[config.mk]
export PLATFORM = sky130hd
export DESIGN_NAME = hft_order_gate
export DESIGN_NICKNAME = d
export VERILOG_FILES = /design/src/rtl/hft_pkg.sv /design/src/rtl/hft_risk_check.sv /design/src/rtl/hft_order_gate.sv
export SDC_FILE = /design/constraint.sdc
export NUM_CORES = 1
export LEC_CHECK = 0
export BUFFER_PORTS_ARGS = -buffer_cell sky130_fd_sc_hd__buf_2
export CORE_UTILIZATION = 30
export CTS_CLUSTER_SIZE = 12
export DETAILED_ROUTE_END_ITERATION = 8
export SYNTH_ARGS = -nofsm -noshare
export SYNTH_HDL_FRONTEND = slang
export SYNTH_SLANG_ARGS = --single-unit
[constraint.sdc]
create_clock -name ap_clk -period 6 [get_ports ap_clk]
set_clock_uncertainty 0.15 [all_clocks]
set_input_delay 0.3 -clock ap_clk [delete_from_list [all_inputs] [get_ports ap_clk]]
set_output_delay 0.3 -clock ap_clk [all_outputs]
set_load 0.02 [all_outputs]
[src/rtl/hft_pkg.sv]
// Shared encodings, default limits and gate FSM state type for the order-gate family.
package hft_pkg;

   localparam int unsigned ACT_HOLD = 0;
   localparam int unsigned ACT_BUY  = 1;
   localparam int unsigned ACT_SELL = 2;

   localparam logic SIDE_BUY  = 1'b0;
   localparam logic SIDE_SELL = 1'b1;

   localparam int unsigned MAX_QTY_DEFAULT = 100;
   localparam int unsigned MAX_POS_DEFAULT = 100;

   typedef enum logic [2:0] {
      ST_IDLE,
      ST_CHECK,
      ST_SEND,
      ST_WAIT_ACK,
      ST_COOLDOWN
   } gate_state_t;

endpackage

[src/rtl/hft_risk_check.sv]
// Combinational pre-trade risk check: action legality, quantity cap, price sanity and
// post-fill absolute position limit.
module hft_risk_check
   import hft_pkg::*;
#(
   parameter int          DATA_WIDTH = 32,
   parameter int unsigned MAX_QTY    = MAX_QTY_DEFAULT,
   parameter int unsigned MAX_POS    = MAX_POS_DEFAULT
)(
   input  logic [DATA_WIDTH-1:0] action,
   input  logic [DATA_WIDTH-1:0] price,
   input  logic [DATA_WIDTH-1:0] qty,
   input  logic [DATA_WIDTH-1:0] position,
   output logic                  pass
);

   localparam int EW = DATA_WIDTH + 2;

   logic                 is_buy;
   logic                 is_sell;
   logic                 qty_ok;
   logic                 price_ok;
   logic                 pos_ok;
   logic signed [EW-1:0] pos_ext;
   logic signed [EW-1:0] qty_ext;
   logic signed [EW-1:0] post_fill;
   logic signed [EW-1:0] lim;

   // Two guard bits make position +/- qty exact for any input combination.
   always_comb begin
      is_buy    = (action == DATA_WIDTH'(ACT_BUY));
      is_sell   = (action == DATA_WIDTH'(ACT_SELL));
      pos_ext   = {{2{position[DATA_WIDTH-1]}}, position};
      qty_ext   = {2'b00, qty};
      lim       = EW'(MAX_POS);
      post_fill = is_buy ? (pos_ext + qty_ext) : (pos_ext - qty_ext);
      qty_ok    = (qty != '0) && (qty <= DATA_WIDTH'(MAX_QTY));
      price_ok  = (price != '0);
      pos_ok    = (post_fill <= lim) && (post_fill >= -lim);
      pass      = (is_buy || is_sell) && qty_ok && price_ok && pos_ok;
   end

endmodule

[src/rtl/hft_order_gate.sv]
// Order gate: captures strategy decisions, risk-checks them, issues one outstanding order
// over valid/ready, then waits for ack or timeout and enforces a cooldown.
module hft_order_gate
   import hft_pkg::*;
#(
   parameter int          DATA_WIDTH   = 32,
   parameter int unsigned MAX_QTY      = MAX_QTY_DEFAULT,
   parameter int unsigned MAX_POS      = MAX_POS_DEFAULT,
   parameter int unsigned COOLDOWN_CYC = 4,
   parameter int unsigned ACK_TIMEOUT  = 64,
   parameter int          ID_WIDTH     = 16,
   parameter int          CNT_WIDTH    = 16
)(
   input  logic                  ap_clk,
   input  logic                  ap_rst_n,
   input  logic                  dec_valid,
   input  logic [DATA_WIDTH-1:0] dec_action,
   input  logic [DATA_WIDTH-1:0] dec_price,
   input  logic [DATA_WIDTH-1:0] dec_qty,
   input  logic [DATA_WIDTH-1:0] current_position,
   output logic                  ord_valid,
   input  logic                  ord_ready,
   output logic                  ord_side,
   output logic [DATA_WIDTH-1:0] ord_price,
   output logic [DATA_WIDTH-1:0] ord_qty,
   output logic [ID_WIDTH-1:0]   ord_id,
   input  logic                  ack_valid,
   output logic                  busy,
   output logic [CNT_WIDTH-1:0]  sent_count,
   output logic [CNT_WIDTH-1:0]  reject_count,
   output logic [CNT_WIDTH-1:0]  drop_count,
   output logic [CNT_WIDTH-1:0]  timeout_count
);

   localparam int TMR_W = $clog2(ACK_TIMEOUT + 1);
   localparam int CD_W  = $clog2(COOLDOWN_CYC + 2);
   localparam int NCNT  = 4;

   gate_state_t             state_q, state_d;
   logic [DATA_WIDTH-1:0]   act_q, act_d, price_q, price_d, qty_q, qty_d, pos_q, pos_d;
   logic [TMR_W-1:0]        tmr_q, tmr_d;
   logic [CD_W-1:0]         cd_q, cd_d;
   logic                    ord_valid_q, ord_valid_d, ord_side_q, ord_side_d;
   logic [DATA_WIDTH-1:0]   ord_price_q, ord_price_d, ord_qty_q, ord_qty_d;
   logic [ID_WIDTH-1:0]     ord_id_q, ord_id_d;
   logic [NCNT-1:0]         cnt_inc;
   logic [NCNT*CNT_WIDTH-1:0] cnt_flat;
   logic                    risk_pass, dec_legal, dec_trade, ack_expired;

   hft_risk_check #(
      .DATA_WIDTH (DATA_WIDTH),
      .MAX_QTY    (MAX_QTY),
      .MAX_POS    (MAX_POS)
   ) u_risk (
      .action   (act_q),
      .price    (price_q),
      .qty      (qty_q),
      .position (pos_q),
      .pass     (risk_pass)
   );

   assign dec_legal   = (dec_action == DATA_WIDTH'(ACT_BUY)) || (dec_action == DATA_WIDTH'(ACT_SELL));
   assign dec_trade   = dec_valid && (dec_action != DATA_WIDTH'(ACT_HOLD));
   assign ack_expired = (tmr_q == TMR_W'(ACK_TIMEOUT - 1));

   always_ff @(posedge ap_clk or negedge ap_rst_n) begin
      if (!ap_rst_n) begin
         state_q     <= ST_IDLE;
         act_q       <= '0;
         price_q     <= '0;
         qty_q       <= '0;
         pos_q       <= '0;
         tmr_q       <= '0;
         cd_q        <= '0;
         ord_valid_q <= 1'b0;
         ord_side_q  <= 1'b0;
         ord_price_q <= '0;
         ord_qty_q   <= '0;
         ord_id_q    <= '0;
      end else begin
         state_q     <= state_d;
         act_q       <= act_d;
         price_q     <= price_d;
         qty_q       <= qty_d;
         pos_q       <= pos_d;
         tmr_q       <= tmr_d;
         cd_q        <= cd_d;
         ord_valid_q <= ord_valid_d;
         ord_side_q  <= ord_side_d;
         ord_price_q <= ord_price_d;
         ord_qty_q   <= ord_qty_d;
         ord_id_q    <= ord_id_d;
      end
   end

   always_comb begin
      state_d = state_q;
      tmr_d   = tmr_q;
      cd_d    = cd_q;
      case (state_q)
         ST_IDLE:     if (dec_valid && dec_legal) state_d = ST_CHECK;
         ST_CHECK:    state_d = risk_pass ? ST_SEND : ST_IDLE;
         ST_SEND: begin
            if (ord_ready) begin
               state_d = ST_WAIT_ACK;
               tmr_d   = '0;
            end
         end
         ST_WAIT_ACK: begin
            if (ack_valid || ack_expired) begin
               state_d = (COOLDOWN_CYC == 0) ? ST_IDLE : ST_COOLDOWN;
               cd_d    = '0;
            end else begin
               tmr_d = tmr_q + TMR_W'(1);
            end
         end
         ST_COOLDOWN: begin
            if (cd_q == CD_W'(COOLDOWN_CYC - 1)) state_d = ST_IDLE;
            else                                  cd_d    = cd_q + CD_W'(1);
         end
         default:     state_d = ST_IDLE;
      endcase
   end

   always_comb begin
      act_d       = act_q;
      price_d     = price_q;
      qty_d       = qty_q;
      pos_d       = pos_q;
      ord_valid_d = ord_valid_q;
      ord_side_d  = ord_side_q;
      ord_price_d = ord_price_q;
      ord_qty_d   = ord_qty_q;
      ord_id_d    = ord_id_q;
      cnt_inc     = '0;
      if (state_q == ST_IDLE && dec_valid && dec_legal) begin
         act_d   = dec_action;
         price_d = dec_price;
         qty_d   = dec_qty;
         pos_d   = current_position;
      end
      if (state_q == ST_CHECK && risk_pass) begin
         ord_valid_d = 1'b1;
         ord_side_d  = (act_q == DATA_WIDTH'(ACT_SELL)) ? SIDE_SELL : SIDE_BUY;
         ord_price_d = price_q;
         ord_qty_d   = qty_q;
      end
      if (state_q == ST_SEND && ord_ready) begin
         ord_valid_d = 1'b0;
         ord_id_d    = ord_id_q + ID_WIDTH'(1);
      end
      cnt_inc[0] = (state_q == ST_SEND) && ord_ready;
      cnt_inc[1] = ((state_q == ST_IDLE) && dec_trade && !dec_legal) ||
                   ((state_q == ST_CHECK) && !risk_pass);
      cnt_inc[2] = (state_q != ST_IDLE) && dec_trade;
      cnt_inc[3] = (state_q == ST_WAIT_ACK) && !ack_valid && ack_expired;
   end

   // Saturating statistics counters: 0 sent, 1 reject, 2 drop, 3 timeout.
   for (genvar gi = 0; gi < NCNT; gi++) begin : g_cnt
      logic [CNT_WIDTH-1:0] c_q, c_d;
      always_comb begin
         c_d = c_q;
         if (cnt_inc[gi] && (c_q != '1)) c_d = c_q + CNT_WIDTH'(1);
      end
      always_ff @(posedge ap_clk or negedge ap_rst_n) begin
         if (!ap_rst_n) c_q <= '0;
         else           c_q <= c_d;
      end
      assign cnt_flat[gi*CNT_WIDTH +: CNT_WIDTH] = c_q;
   end

   assign ord_valid     = ord_valid_q;
   assign ord_side      = ord_side_q;
   assign ord_price     = ord_price_q;
   assign ord_qty       = ord_qty_q;
   assign ord_id        = ord_id_q;
   assign busy          = (state_q != ST_IDLE);
   assign sent_count    = cnt_flat[0*CNT_WIDTH +: CNT_WIDTH];
   assign reject_count  = cnt_flat[1*CNT_WIDTH +: CNT_WIDTH];
   assign drop_count    = cnt_flat[2*CNT_WIDTH +: CNT_WIDTH];
   assign timeout_count = cnt_flat[3*CNT_WIDTH +: CNT_WIDTH];

endmodule

==> flow_summary.yaml <==
outcome:
  outcome: "complete, but fails checks"
  failed_checks: "design-rule violations"
power:
  p_clk_share_pct: 44.2
  internal-power_mw: 3.440
  p_leak_nw: 9.970
  ir_drop_uv: 174.2
  p_per_area_nw_per_um2: 239.5
  switching_power_mw: 1.186
  combPwrFrac_pct: 10.3
  switching_share_pct: 25.64
  power.share.sequential_pct: 45.5
critical_path:
  required_ps: 6270
  crit_chain: "nor4_4 > nand2_1 > or2_4 > or4_4 > or2_4 > or3_4 > nand2_1 > xnor2_1 > ha_1 > a21oi_2 > o21ai_2 > a211o_1 > or4_4 > nand3_4 > and3_1 > nand4_1 > or4_4 > nand2_4 > nand3_4 > buf_12 > buf_12 > mux2_4"
  rr_endpoint: "ord_price[29]"
  crit_fanout: 7
  rr_worst_depth: 22
  crit_arrival_ps: 6080
  worst-path-buf-inv: 2
  end_kind: "register"
  path_class: "reg2reg"
  crit_path_start: "qty_q[5]"
  r2r_slack_ps: 180
  slowest_delay_ps: 550
  cp_top_family: "simple AND/OR/NAND/NOR gates"
  cp-start-kind: "register"
  slowest_stage: "or4_4"
  r2r-start: "qty_q[5]"
  crit_top_cell: "or4_4"
route:
  drt_iter0_markers: 451
  wire_per_inst_um: 16.93
  antenna_left: 0
  firstDrtPassIters: 7
  routed_wl_um: 40200
  vias: 11510
  drc: 8
  viasPerCell: 4.848
grt:
  grt_max_degree: 136
  grt_pass1_vias: 11680
  grtUsageTotal_pct: 15.99
  antenna_found_initial: 4
  grt_pass1_wl_um: 61440
  overflow: 0
min_path:
  hold_path_depth: 2
  holdCritStartpoint: "dec_action[1]"
  hold_end: "act_q[1]"
  hp-class: "in2reg"
floorplan:
  die_h_um: 220.5
  io_pins: 280
  core_area_um2: 46850
  num_rows: 79
  die-area_um2: 48640
  die_width_um: 220.5
  start_util_pct: 30.58
flow_run:
  max_cap_violations: 0
clocking:
  clk_pin_slew_ps: 60
  cts-root-buf: "clkbuf_16"
  clkSinkCount: 287
  clockBufferDepth: 3
  htreeDepth: 2
  tritoncts: "done"
  clkLatencyLatePin_ps: 530
  cts_buffers: 35
synthesis:
  syn_avg_cell_area_um2: 11.00
  synthMuxAreaShare_pct: 11.37
  synthAdderAreaFrac_pct: 3.895
  ys_seq_elements: 287
  synth-xor-area-share_pct: 8.130
  synthCells: 1303
  async_flop_share_pct: 100.0
  synth-edff-count: 0
  yosysTopAreaCellShare_pct: 50.13
  synth_top_cell_by_area: "dfrtp_1"
  synth.yosys.seq_area_share_pct: 50.13
  ys_types: 65
  synth_compound_area_share_pct: 8.052
  synth_nets: 1480
  synth_top_family_by_area: "simple AND/OR/NAND/NOR gates"
  synth_flop_cell: "dfrtp_1"
  synthTopCellsByArea: "dfrtp_1, mux2_2, xnor2_1"
  synth_area_um2: 14330
  synthSimpleGateAreaFrac_pct: 16.53
  yosysWarnings: 0
cells_and_area:
  stdcell_area_um2: 19310
  areaGrowthSynthToFinish_pct: 34.77
  final_nets: 1916
  drive_gt1_share_pct: 33.33
sta:
  maxSlewViolCount: 0
  fin_ws_ps: 184.8
  fin_tns_setup_ps: 0
  period_needed_ps: 5815
  setup_violations: 0
  worst_pin_slew_ps: 1200
  hold_viol_final: 0
  finalCritPeriodShare_pct: 96.92
  clock.fmax_ghz: 0.1720
  maxSlewHeadroom_pct: 19.41
place:
  gp_congestion: 0.9397
  placed_cell_area_um2: 16810
  io_buffers: 279
  place_ws_ps: 12.81
  hpwl_um: 28450
==> cell usage after synthesis (20+ instances only) <==
cell,count
mux2_2,138
xnor2_1,84
o21ai_0,45
clkbuf_1,41
inv_1,20
and2_1,30
ha_1,43
a21oi_1,51
and3_1,20
nand4_1,30
nand2_1,110
nor2b_1,37
nor2_1,61
nand3_1,48
xor2_1,49
dfrtp_1,287
nor4_1,33
==> worst max-delay path by stage <==
stage	end	slack, ps	depth (start not counted)
floorplan	reject_count[9]	170	22
global placement	ord_price[30]	-20	22
detailed placement	ord_price[28]	10	21
CTS	ord_price[29]	20	22
global route	ord_price[1]	-20	22
finish	ord_price[29]	180	22
==> per-layer routing <==
metal	vias up	part of all wire, %	GRT usage [%]
met3	73	4.1	3.079
met4	2	2.8	5.936
met1	5644	43	19.75
met2	246	50	27.57
li1	5543	-	-
met5	-	0.025	0
==> flip-flops by register name, indices dropped and copies added, names as in the netlist <==
register       cells
act_q             32
cd_q               3
drop_count        16
ord_id            16
ord_price         32
ord_qty           32
ord_side           1
ord_valid          1
pos_q             32
price_q           32
qty_q             32
reject_count      16
sent_count        16
state_q            3
timeout_count     16
tmr_q              7
==> timing repair <==
action,CTS,global route
cloned,0,5
pin swaps,0,23
buffers inserted,0,6
resized for setup,2,52
setup endpoints to repair,19,83
hold buffers,99,0
endpoints found under the hold margin,179,0
==> logic make-up after synthesis <==
logic type / count (synthesis)
buf+inv: 67
mux: 144
fa+ha+maj: 44
simple gates: 445
flops: 287
compound gates: 183
xor+xnor: 133
==> cell type report <==
| cell class | count | area [um2] |
|---|---|---|
| Clock inverter | 9 | 93.84 |
| Fill cell | 4557 | 27540 |
| Antenna cell | 3 | 7.507 |
| Multi-Input combinational cell | 949 | 7117 |
| Timing Repair Buffer | 446 | 3060 |
| Inverter | 20 | 75.07 |
| Sequential cell | 287 | 7182 |
| Clock buffer | 53 | 1015 |
| Tap cell | 607 | 759.5 |
==> worst register-to-register path, cell delays in order (launching register included) <==
cell and delay, ps:
dfrtp_1 410, nor4_4 300, nand2_1 100, or2_4 240, or4_4 450, or2_4 280, or3_4 410, nand2_1 100
xnor2_1 150, ha_1 310, a21oi_2 200, o21ai_2 100, a211o_1 330, or4_4 440, nand3_4 100, and3_1 150
nand4_1 100, or4_4 550, nand2_4 90, nand3_4 70, buf_12 210, buf_12 150, mux2_4 300
==> cell usage in the layout (no fill, tap or decap), drive strengths merged, types with 5 or more instances in the layout <==
| cell | Yosys | final |
|---|---|---|
| dlygate4sd3 | 0 | 99 |
| xor2 | 49 | 49 |
| nor4 | 34 | 34 |
| a211oi | 12 | 12 |
| o21a | 5 | 5 |
| nor3 | 18 | 18 |
| mux2 | 141 | 141 |
| inv | 20 | 22 |
| clkbuf | 41 | 57 |
| a31oi | 8 | 8 |
| nor4b | 9 | 9 |
| o21ai | 47 | 47 |
| or4 | 10 | 10 |
| and2 | 30 | 30 |
| nand2 | 110 | 110 |
| dfrtp | 287 | 287 |
| ha | 43 | 43 |
| and3 | 20 | 20 |
| nor2b | 37 | 37 |
| nor2 | 61 | 61 |
| nand2b | 7 | 7 |
| a21o | 18 | 18 |
| xnor2 | 84 | 84 |
| nand4 | 30 | 30 |
| o31ai | 11 | 11 |
| or3 | 10 | 10 |
| a21oi | 51 | 51 |
| buf | 6 | 343 |
| nand3 | 49 | 49 |
==> power by group through the flow <==
stage | logic [mW] | clock network (mW) | registers, mW
final | 0.477 | 2.05 | 2.10
after detailed placement | 0.430 | 0 | 2.14
after CTS | 0.485 | 2.12 | 2.10
after global routing | 0.532 | 2.18 | 2.11
after floorplan | 0.144 | 0 | 2.19
after global placement | 0.420 | 0 | 2.13
==> through the flow <==
step / util [%] / total power [mW] / std cells / hold slack (ps)
final: 41.21 / 4.625 / 2374 / 10.14
after floorplan: - / 2.335 / 1303 / -145.6
after global placement: 35.87 / 2.553 / 2199 / 194.2
after detailed placement: 35.87 / 2.566 / 2199 / 198.2
after global routing: 41.21 / 4.832 / 2373 / 8.570
after CTS: 40.38 / 4.704 / 2360 / 12.93
Power figures use the tool's default switching activity.
